## src/rtl/memory_stage_if.sv

```systemverilog
// memory_stage_if: shared instruction record type and the data-memory request/response bus
package memory_stage_pkg;
  localparam int ARCH_LEN = 32;
  typedef struct packed {
    logic        valid;
    logic [31:0] pc;
    logic [4:0]  dst_reg;
    logic        is_l;
    logic        is_s;
    logic [2:0]  func3;
    logic [31:0] src_data_2;
    logic [31:0] dst_reg_data;
    logic        reg_data_ready;
  } inst_decoded_t;
endpackage

interface memory_stage_if #(
  parameter int ADDR_W = memory_stage_pkg::ARCH_LEN,
  parameter int DATA_W = memory_stage_pkg::ARCH_LEN
);
  logic              req_valid;
  logic              req_ready;
  logic              req_we;
  logic [ADDR_W-1:0] req_addr;
  logic [DATA_W-1:0] req_wdata;
  logic [3:0]        req_be;
  logic              resp_valid;
  logic [DATA_W-1:0] resp_rdata;
  modport master (
    output req_valid, req_we, req_addr, req_wdata, req_be,
    input  req_ready, resp_valid, resp_rdata
  );
  modport slave (
    input  req_valid, req_we, req_addr, req_wdata, req_be,
    output req_ready, resp_valid, resp_rdata
  );
endinterface

```

## src/rtl/memory_stage.sv

```systemverilog
// memory_stage: RV32 load/store stage on a variable-latency data port; MEM_MISALIGN_TRAP_EN enables the misaligned-access trap
module memory_stage
  import memory_stage_pkg::*;
#(
  parameter int ADDR_W = ARCH_LEN,
  parameter int DATA_W = ARCH_LEN
) (
  input  logic           clk,
  input  logic           rst,
  input  inst_decoded_t  inst_mem_in,
  output logic           stall_out,
  output inst_decoded_t  inst_mem_out,
  memory_stage_if.master dmem,
  output logic           misalign_out
);
  typedef enum logic [1:0] {IDLE, REQ, WAIT} state_t;
  state_t            state_q;
  inst_decoded_t     rec_q, out_q;
  logic              req_valid_q, we_q, misalign_q;
  logic [ADDR_W-1:0] addr_q;
  logic [DATA_W-1:0] wdata_q;
  logic [3:0]        be_q;
  logic [1:0]        lane_q;
  logic [1:0]        lane, lane_al;
  logic              is_byte, is_half, is_mem, mis;
  logic [3:0]        be_d;
  logic [DATA_W-1:0] wdata_d, load_d;
  logic [7:0]        ld_byte;
  logic [15:0]       ld_half;
  logic              ld_sgn;
  assign lane    = inst_mem_in.dst_reg_data[1:0];
  assign is_byte = inst_mem_in.func3[1:0] == 2'b00;
  assign is_half = inst_mem_in.func3[1:0] == 2'b01;
  assign is_mem  = inst_mem_in.valid && (inst_mem_in.is_l || inst_mem_in.is_s);
`ifdef MEM_MISALIGN_TRAP_EN
  assign mis = is_mem && ((is_half && lane[0]) || (!is_byte && !is_half && lane != 2'b00));
`else
  assign mis = 1'b0;
`endif
  assign lane_al = is_byte ? lane : is_half ? {lane[1], 1'b0} : 2'b00;
  assign be_d    = is_byte ? 4'b0001 << lane : is_half ? 4'b0011 << lane_al : 4'hF;
  assign wdata_d = is_byte ? {4{inst_mem_in.src_data_2[7:0]}} :
                   is_half ? {2{inst_mem_in.src_data_2[15:0]}} : inst_mem_in.src_data_2;
  assign ld_byte = dmem.resp_rdata[{lane_q, 3'b000} +: 8];
  assign ld_half = lane_q[1] ? dmem.resp_rdata[31:16] : dmem.resp_rdata[15:0];
  assign ld_sgn  = !rec_q.func3[2];
  assign load_d  = rec_q.func3[1:0] == 2'b00 ? {{24{ld_sgn && ld_byte[7]}}, ld_byte} :
                   rec_q.func3[1:0] == 2'b01 ? {{16{ld_sgn && ld_half[15]}}, ld_half} : dmem.resp_rdata;
  // Stall drops in the cycle whose edge registers the completion, so upstream advances on that same edge
  assign stall_out = (state_q == IDLE && is_mem && !mis) ||
                     (state_q == REQ && !(dmem.req_ready && we_q)) ||
                     (state_q == WAIT && !dmem.resp_valid);
  assign inst_mem_out   = out_q;
  assign misalign_out   = misalign_q;
  assign dmem.req_valid = req_valid_q;
  assign dmem.req_we    = we_q;
  assign dmem.req_addr  = addr_q;
  assign dmem.req_wdata = wdata_q;
  assign dmem.req_be    = be_q;
  // Access FSM: latch a memory op, hold the request until accepted, then wait for load data
  always_ff @(posedge clk) begin
    if (!rst) begin
      state_q     <= IDLE;
      rec_q       <= '0;
      out_q       <= '0;
      req_valid_q <= 1'b0;
      we_q        <= 1'b0;
      addr_q      <= '0;
      wdata_q     <= '0;
      be_q        <= '0;
      lane_q      <= '0;
      misalign_q  <= 1'b0;
    end else begin
      out_q      <= '0;
      misalign_q <= 1'b0;
      case (state_q)
        IDLE: begin
          if (mis) misalign_q <= 1'b1;
          else if (is_mem) begin
            rec_q       <= inst_mem_in;
            lane_q      <= lane_al;
            addr_q      <= {inst_mem_in.dst_reg_data[ADDR_W-1:2], 2'b00};
            wdata_q     <= wdata_d;
            be_q        <= be_d;
            we_q        <= inst_mem_in.is_s;
            req_valid_q <= 1'b1;
            state_q     <= REQ;
          end else if (inst_mem_in.valid) out_q <= inst_mem_in;
        end
        REQ: begin
          if (dmem.req_ready) begin
            req_valid_q <= 1'b0;
            state_q     <= we_q ? IDLE : WAIT;
            if (we_q) begin
              out_q                <= rec_q;
              out_q.reg_data_ready <= 1'b0;
            end
          end
        end
        WAIT: begin
          if (dmem.resp_valid) begin
            out_q                <= rec_q;
            out_q.dst_reg_data   <= load_d;
            out_q.reg_data_ready <= 1'b1;
            state_q              <= IDLE;
          end
        end
        default: state_q <= IDLE;
      endcase
    end
  end
endmodule

```

## src/flat_wrapper.sv

```systemverilog
// flat-port wrapper written by rule: the top's interface ports become plain ports
module memory_stage_flat import memory_stage_pkg::*;
#(
  parameter int ADDR_W = ARCH_LEN,
  parameter int DATA_W = ARCH_LEN
)
  (clk, rst, inst_mem_in, stall_out, inst_mem_out, misalign_out, dmem_req_valid, dmem_req_we, dmem_req_addr, dmem_req_wdata, dmem_req_be, dmem_req_ready, dmem_resp_valid, dmem_resp_rdata);
  memory_stage_if #(.ADDR_W(ADDR_W), .DATA_W(DATA_W)) dmem_i ();
  input  logic clk;
  input  logic rst;
  input  inst_decoded_t inst_mem_in;
  output logic stall_out;
  output inst_decoded_t inst_mem_out;
  output logic misalign_out;
  output wire logic [$bits(dmem_i.req_valid)-1:0] dmem_req_valid;
  output wire logic [$bits(dmem_i.req_we)-1:0] dmem_req_we;
  output wire logic [$bits(dmem_i.req_addr)-1:0] dmem_req_addr;
  output wire logic [$bits(dmem_i.req_wdata)-1:0] dmem_req_wdata;
  output wire logic [$bits(dmem_i.req_be)-1:0] dmem_req_be;
  input wire logic [$bits(dmem_i.req_ready)-1:0] dmem_req_ready;
  input wire logic [$bits(dmem_i.resp_valid)-1:0] dmem_resp_valid;
  input wire logic [$bits(dmem_i.resp_rdata)-1:0] dmem_resp_rdata;
  assign dmem_req_valid = dmem_i.req_valid;
  assign dmem_req_we = dmem_i.req_we;
  assign dmem_req_addr = dmem_i.req_addr;
  assign dmem_req_wdata = dmem_i.req_wdata;
  assign dmem_req_be = dmem_i.req_be;
  assign dmem_i.req_ready = dmem_req_ready;
  assign dmem_i.resp_valid = dmem_resp_valid;
  assign dmem_i.resp_rdata = dmem_resp_rdata;
  memory_stage #(.ADDR_W(ADDR_W), .DATA_W(DATA_W)) u_core (.clk(clk), .rst(rst), .inst_mem_in(inst_mem_in), .stall_out(stall_out), .inst_mem_out(inst_mem_out), .dmem(dmem_i), .misalign_out(misalign_out));
endmodule
```

## config.mk

```make
export PLATFORM = sky130hd
export DESIGN_NAME = memory_stage_flat
export DESIGN_NICKNAME = d
export VERILOG_FILES = /design/src/rtl/memory_stage_if.sv /design/src/rtl/memory_stage.sv /design/src/flat_wrapper.sv
export SDC_FILE = /design/constraint.sdc
export NUM_CORES = 1
export LEC_CHECK = 0
export CELL_PAD_IN_SITES_DETAIL_PLACEMENT = 1
export CELL_PAD_IN_SITES_GLOBAL_PLACEMENT = 1
export CORE_MARGIN = 4
export CORE_UTILIZATION = 34
export DETAILED_ROUTE_END_ITERATION = 8
export MAX_ROUTING_LAYER = met4
export PLACE_DENSITY = 0.77
export SLEW_MARGIN = 20
export SYNTH_ARGS = -nofsm -noshare
export SYNTH_HDL_FRONTEND = slang
export SYNTH_SLANG_ARGS = --single-unit
```

## constraint.sdc

```tcl
create_clock -name clk -period 2.2 [get_ports clk]
set_input_delay 0.33 -clock clk [delete_from_list [all_inputs] [get_ports clk]]
set_output_delay 0.33 -clock clk [all_outputs]
set_load 0.05 [all_outputs]
```

# Word-level counts from Yosys, hierarchy flattened
# Cells that the tools add are included.
# word_totals
regBits	286
latchBits	0
ram_bits	0
romBits	0
inputBits	144
output_inout_bits	180
word_cells	76
n_memories	0
# op_classes
n_addsub	0
n_mul	0
div_mod_pow	0
n_lt_le_gt_ge	0
eq_ne	7
shifts	3
mux	23
bitwise_logic	0
n_reduce_logical	20
# op_table
cell	n
two-way mux 108 bit	5
case mux 108 bit (3 select lines)	1
two-way mux 32 bit	4
indexed part select 32 x 6 -> 8 bit	1
two-way mux 16 bit	1
two-way mux 2 bit	6
two-way mux 4 bit	2
logical AND 1 bit	7
== test 2 x 1 -> 1 bit (second input constant)	3
zero test 2 bit	3
case mux 2 bit (3 select lines)	1
AND reduction 3 bit	2
!= test 2 bit (second input constant)	2
left shift 1 x 2 -> 4 bit (first input constant)	1
left shift 2 x 2 -> 4 bit (first input constant)	1
zero test 1 bit	3
logical OR 1 bit	3
== test 2 bit (second input constant)	1
two-way mux 1 bit	2
!= test 2 x 1 -> 1 bit (second input constant)	1
case mux 1 bit (2 select lines)	1
AND reduction 2 bit	1
nonzero test 2 bit	1

# Logic depth before layout (Yosys ltp)
# depth
word_depth	6
ltp_mapped	8
ltp_nobuf	5

# Least setup slack after synthesis
# OpenSTA, ideal clock, no wires.
# synth_timing
path_kind	reg2out
startpoint	register u_core.state_q[0]
endpoint	output port stall_out
arrival_time_ns	1.616
required_ns	1.870
slack_ns	0.254
stages_incl_launch_ff	8
path_buffers	4
cell_sequence	dfxtp_1 -> buf_2 -> nor3b_2 -> buf_4 -> o21ai_4 -> buf_6 -> buf_2 -> o211ai_1
# synth_between
elab_chain_len	4
word_cells_on_any_way	8
classes_between	eq/ne: 2; reduce/logical: 6
# synth_rtl
element	line_no	text
start: declaration	memory_stage.sv:17	state_t state_q;
start signal: assignment	memory_stage.sv:93	state_q <= we_q ? IDLE : WAIT;
== test 2 x 1 -> 1 bit or zero test 2 bit (tied branches)	memory_stage.sv:51, memory_stage.sv:50	
logical AND 1 bit (on tied branches)	memory_stage.sv:51, memory_stage.sv:50	
logical OR 1 bit	memory_stage.sv:50	assign stall_out = (state_q == IDLE && is_mem && !mis) ||
logical OR 1 bit (*)	memory_stage.sv:51	(state_q == REQ && !(dmem.req_ready && we_q)) ||
end: declaration	flat_wrapper.sv:12	output logic stall_out;
# Mark *: on every way between the ends. The rest lies on a longest branch, timed or not.

==> impl_results.md <==
* CP startpoint kind: register
* Fin. Hold Viols at 0
* Core Box Area at between 20000 and 30000 sq um
* DIE AREA at 33600 sq um
* Post-synth top area cell: dfxtp_1
* CP startpoint: u_core.rec_q[21]
* Commonest non-fill, non-tap cell in the layout: clkdlybuf4s50_1
* Crit path max-delay cell type: clkdlybuf4s50_1
* CP max FO at 3
* Largest net degree at the start of global routing at between 100 and 150
* Skew final at 0.0169 ns
* Commonest cells after routing, fill and taps aside: clkdlybuf4s50_1 (316), nand2_1 (260), dfxtp_1 (246)
* Setup CP Type: reg2out
* Seq/Total Area, Yosys at ~48%
* Starting DRT DRC Count at 506
* Fin crit share at just under 100%
* CP Cell Sequence: clkdlybuf4s50_1
* Simple-gate share of the synthesized area at roughly 16%
* Post-detail-place hpwl at 27100 microns
* Min-Delay Path Class: in2reg
* Post-synth EDFFs at 0
* CP Data Required Time at 1.87 ns
* Root Driver: clkbuf_16
* Main area contributors after synthesis: dfxtp_1 (48%), nand2_1 (9.4%), a22oi_1 (5.7%), a21boi_0 (4.6%), a21boi_1 (3.8%)
* Buffers and inverters on the worst path at 1
* Adder-Cell Fraction of Synth Area at less than 1%
* Hold Slack at about 0.16 ns
* CTS H-Tree Depth at 1
* Vias post-DR at between 9000 and 10000
* Clk buf depth at 3
* Storage element area at 4970 sq um
* Post-CTS Hold Fix Bufs at 0
* Placed Cells at about 1800
* Fill cells at between 3000 and 4000
* Antenna Nets Post-Route at 0
* Slew headroom at 42.4%
* Io pins at roughly 320
* Mux cell area share after synthesis at ~4.2%
* RSZ-0062 raised after global routing: false
* Top delay family on crit path: buffers and inverters
* Clock-pin transition on the worst setup and hold timing paths at roughly 0.060 ns
* Final WS setup at between 0.05 and 0.06 ns
* Final setup vio count at 0
* Layout area overhead at 42.7%
* YS warnings at 0
* DRC Markers at 0
* Leak at ~5.8 nW
* Yosys reg bits at between 200 and 250
* GPL Wtd Cong at roughly 0.86
* Worst-Margin Slew at 0.858 ns
* CP endpoint kind: output pin
* Syn Inst Count at about 1200
* Grt ovf at 0
* Num rows at 63
* CTS tree: built
* XOR/XNOR share of the synthesized area at 0%
* Main combinational cell family by area after synthesis: compound AO/OA/AOI/OAI gates
* Post-Synthesis Cell Area at 10400 sq um
* Post-layout power at 11.7 mW
* Initial antenna violation count at 2
* Top cell type's share of synthesized area at a little under half
* IO buf count at 320
* Share of flip-flops with an asynchronous set or reset at 0%
* Hold path startpoint: inst_mem_in[66]
* Worst R2R Setup Slack at approximately 0.34 ns
* Setup TNS at 0 ns
* Worst VDD drop at approximately 0.54 mV
* Reg2Reg Launch Point: u_core.lane_q[1]
* Vias/cell at roughly 5.2
* Total track usage at a little under a quarter
* First-pass GRT wire length at ~59000 microns
* Synth Area in Compound Gates at about a quarter
* CTS sink count at 248
* Post-Layout Cell Count at between 1500 and 2000
* Top_reg_cell synth: dfxtp_1
* CP max stage delay at approximately 0.87 ns
* Area of the multi-input gates at 4630 sq um
* Pwr dens at roughly 790 nW/um^2
* Initial Utilization at a little over a third
* Syn Area/Cell at 8.95 sq um
* Pre-CTS setup slack at -0.0195 ns
* Status: finished clean
* Worst-Skew Late Latency at between 0.5 and 0.6 ns
* CTS buffer count at 28
* Cell variety after synth at between 40 and 50
* Die Span Y at around 180 microns
* Maximum capacitance violations at 0
* Min Tclk post-route at ~2.1 ns
* Wire length per cell at between 20 and 25 microns
* Max Slew Vio Count at 0
* Worst EP arrival at between 1.5 and 2 ns
* Vias in the first global route at ~10000
* Die width at roughly 180 microns
* Final WL at ~38000 microns
* DR pass1 iterations at 5
* Layout cells sized above 1 at 8.75%
* Post-layout nets at 1574
* Max Clock Freq at between 400 and 500 MHz
timing repair:
item                       CTS  global route
gates cloned                 0             0
pin swaps                    2             2
setup endpoints to repair    2             1
setup buffers                3             4
gates resized for setup      7             1
routing by layer:
| metal | share of wire, % | vias to the layer above | wire (microns) | GRT usage (%) |
|---|---|---|---|---|
| li1 | - | 4531 | - | - |
| met1 | 43 | 4764 | 16300 | 28.7 |
| met4 | 2.7 | 0 | 1030 | 5.93 |
| met5 | 0 | - | 0 | - |
| met3 | 7.3 | 66 | 2770 | 5.06 |
| met2 | 47 | 306 | 18100 | 36.4 |
synth_stat cells, types with 10 or more instances:
master	count
buf_6	11
a21boi_0	64
nor2_1	105
buf_4	50
nand2_1	261
dfxtp_1	248
o21ai_0	19
a21boi_1	53
inv_1	10
buf_2	37
a22oi_1	80
clkbuf_1	45
o211a_1	17
a32oi_1	24
o22ai_1	24
mux2i_1	24
a211o_1	16
path summary, 6_finish.rpt:
kind / cells past startpoint / end
max: 1 / dmem_req_addr[20]
min: 3 / u_core.rec_q[66]
min reg2reg: 2 / u_core.dmem.req_wdata[29]
max reg2reg: 5 / u_core.inst_mem_out[11]
final cells by class:
type,count,share of cell area (%)
antenna,2,0.0336
sequential,248,33.4
clock buffer,42,5.59
inverter,10,0.252
multi-input combinational,768,31.1
timing repair buffer,373,25.5
clock inverter,10,0.915
tap,390,3.27
registers in the layout (all words and copies together), names as in the netlist:
register / count
u_core.dmem.req_valid: 1
u_core.rec_q: 98
u_core.state_q: 2
u_core.inst_mem_out: 108
u_core.lane_q: 2
u_core.dmem.req_be: 4
u_core.dmem.req_we: 1
u_core.dmem.req_wdata: 32
through the flow:
| stage | area (sq um) | util, % |
|---|---|---|
| after CTS | 14900 | 49.7 |
| after global routing | 14900 | 49.8 |
| after global placement | 13900 | 46.3 |
| after detailed placement | 13900 | 46.3 |
| after floorplan | 10500 | - |
| final | 14900 | 49.8 |
where the power goes:
| group | leakage [nW] | switching [mW] | internal [mW] | total [mW] |
|---|---|---|---|---|
| clock network | 0.482 | 1.91 | 2.96 | 4.87 |
| registers | 2.02 | 0.128 | 4.70 | 4.83 |
| logic | 3.27 | 1.22 | 0.806 | 2.03 |
kinds of logic (layout without fill, tap and decap cells):
kind of cell / count (synthesis) / in the layout
compound gates: 318 / 318
other cells: 1 / 5
buf+inv: 153 / 435
fa+ha+maj: 1 / 1
mux: 35 / 35
flops: 248 / 248
simple gates: 411 / 411
Power figures use the tool's default switching activity.
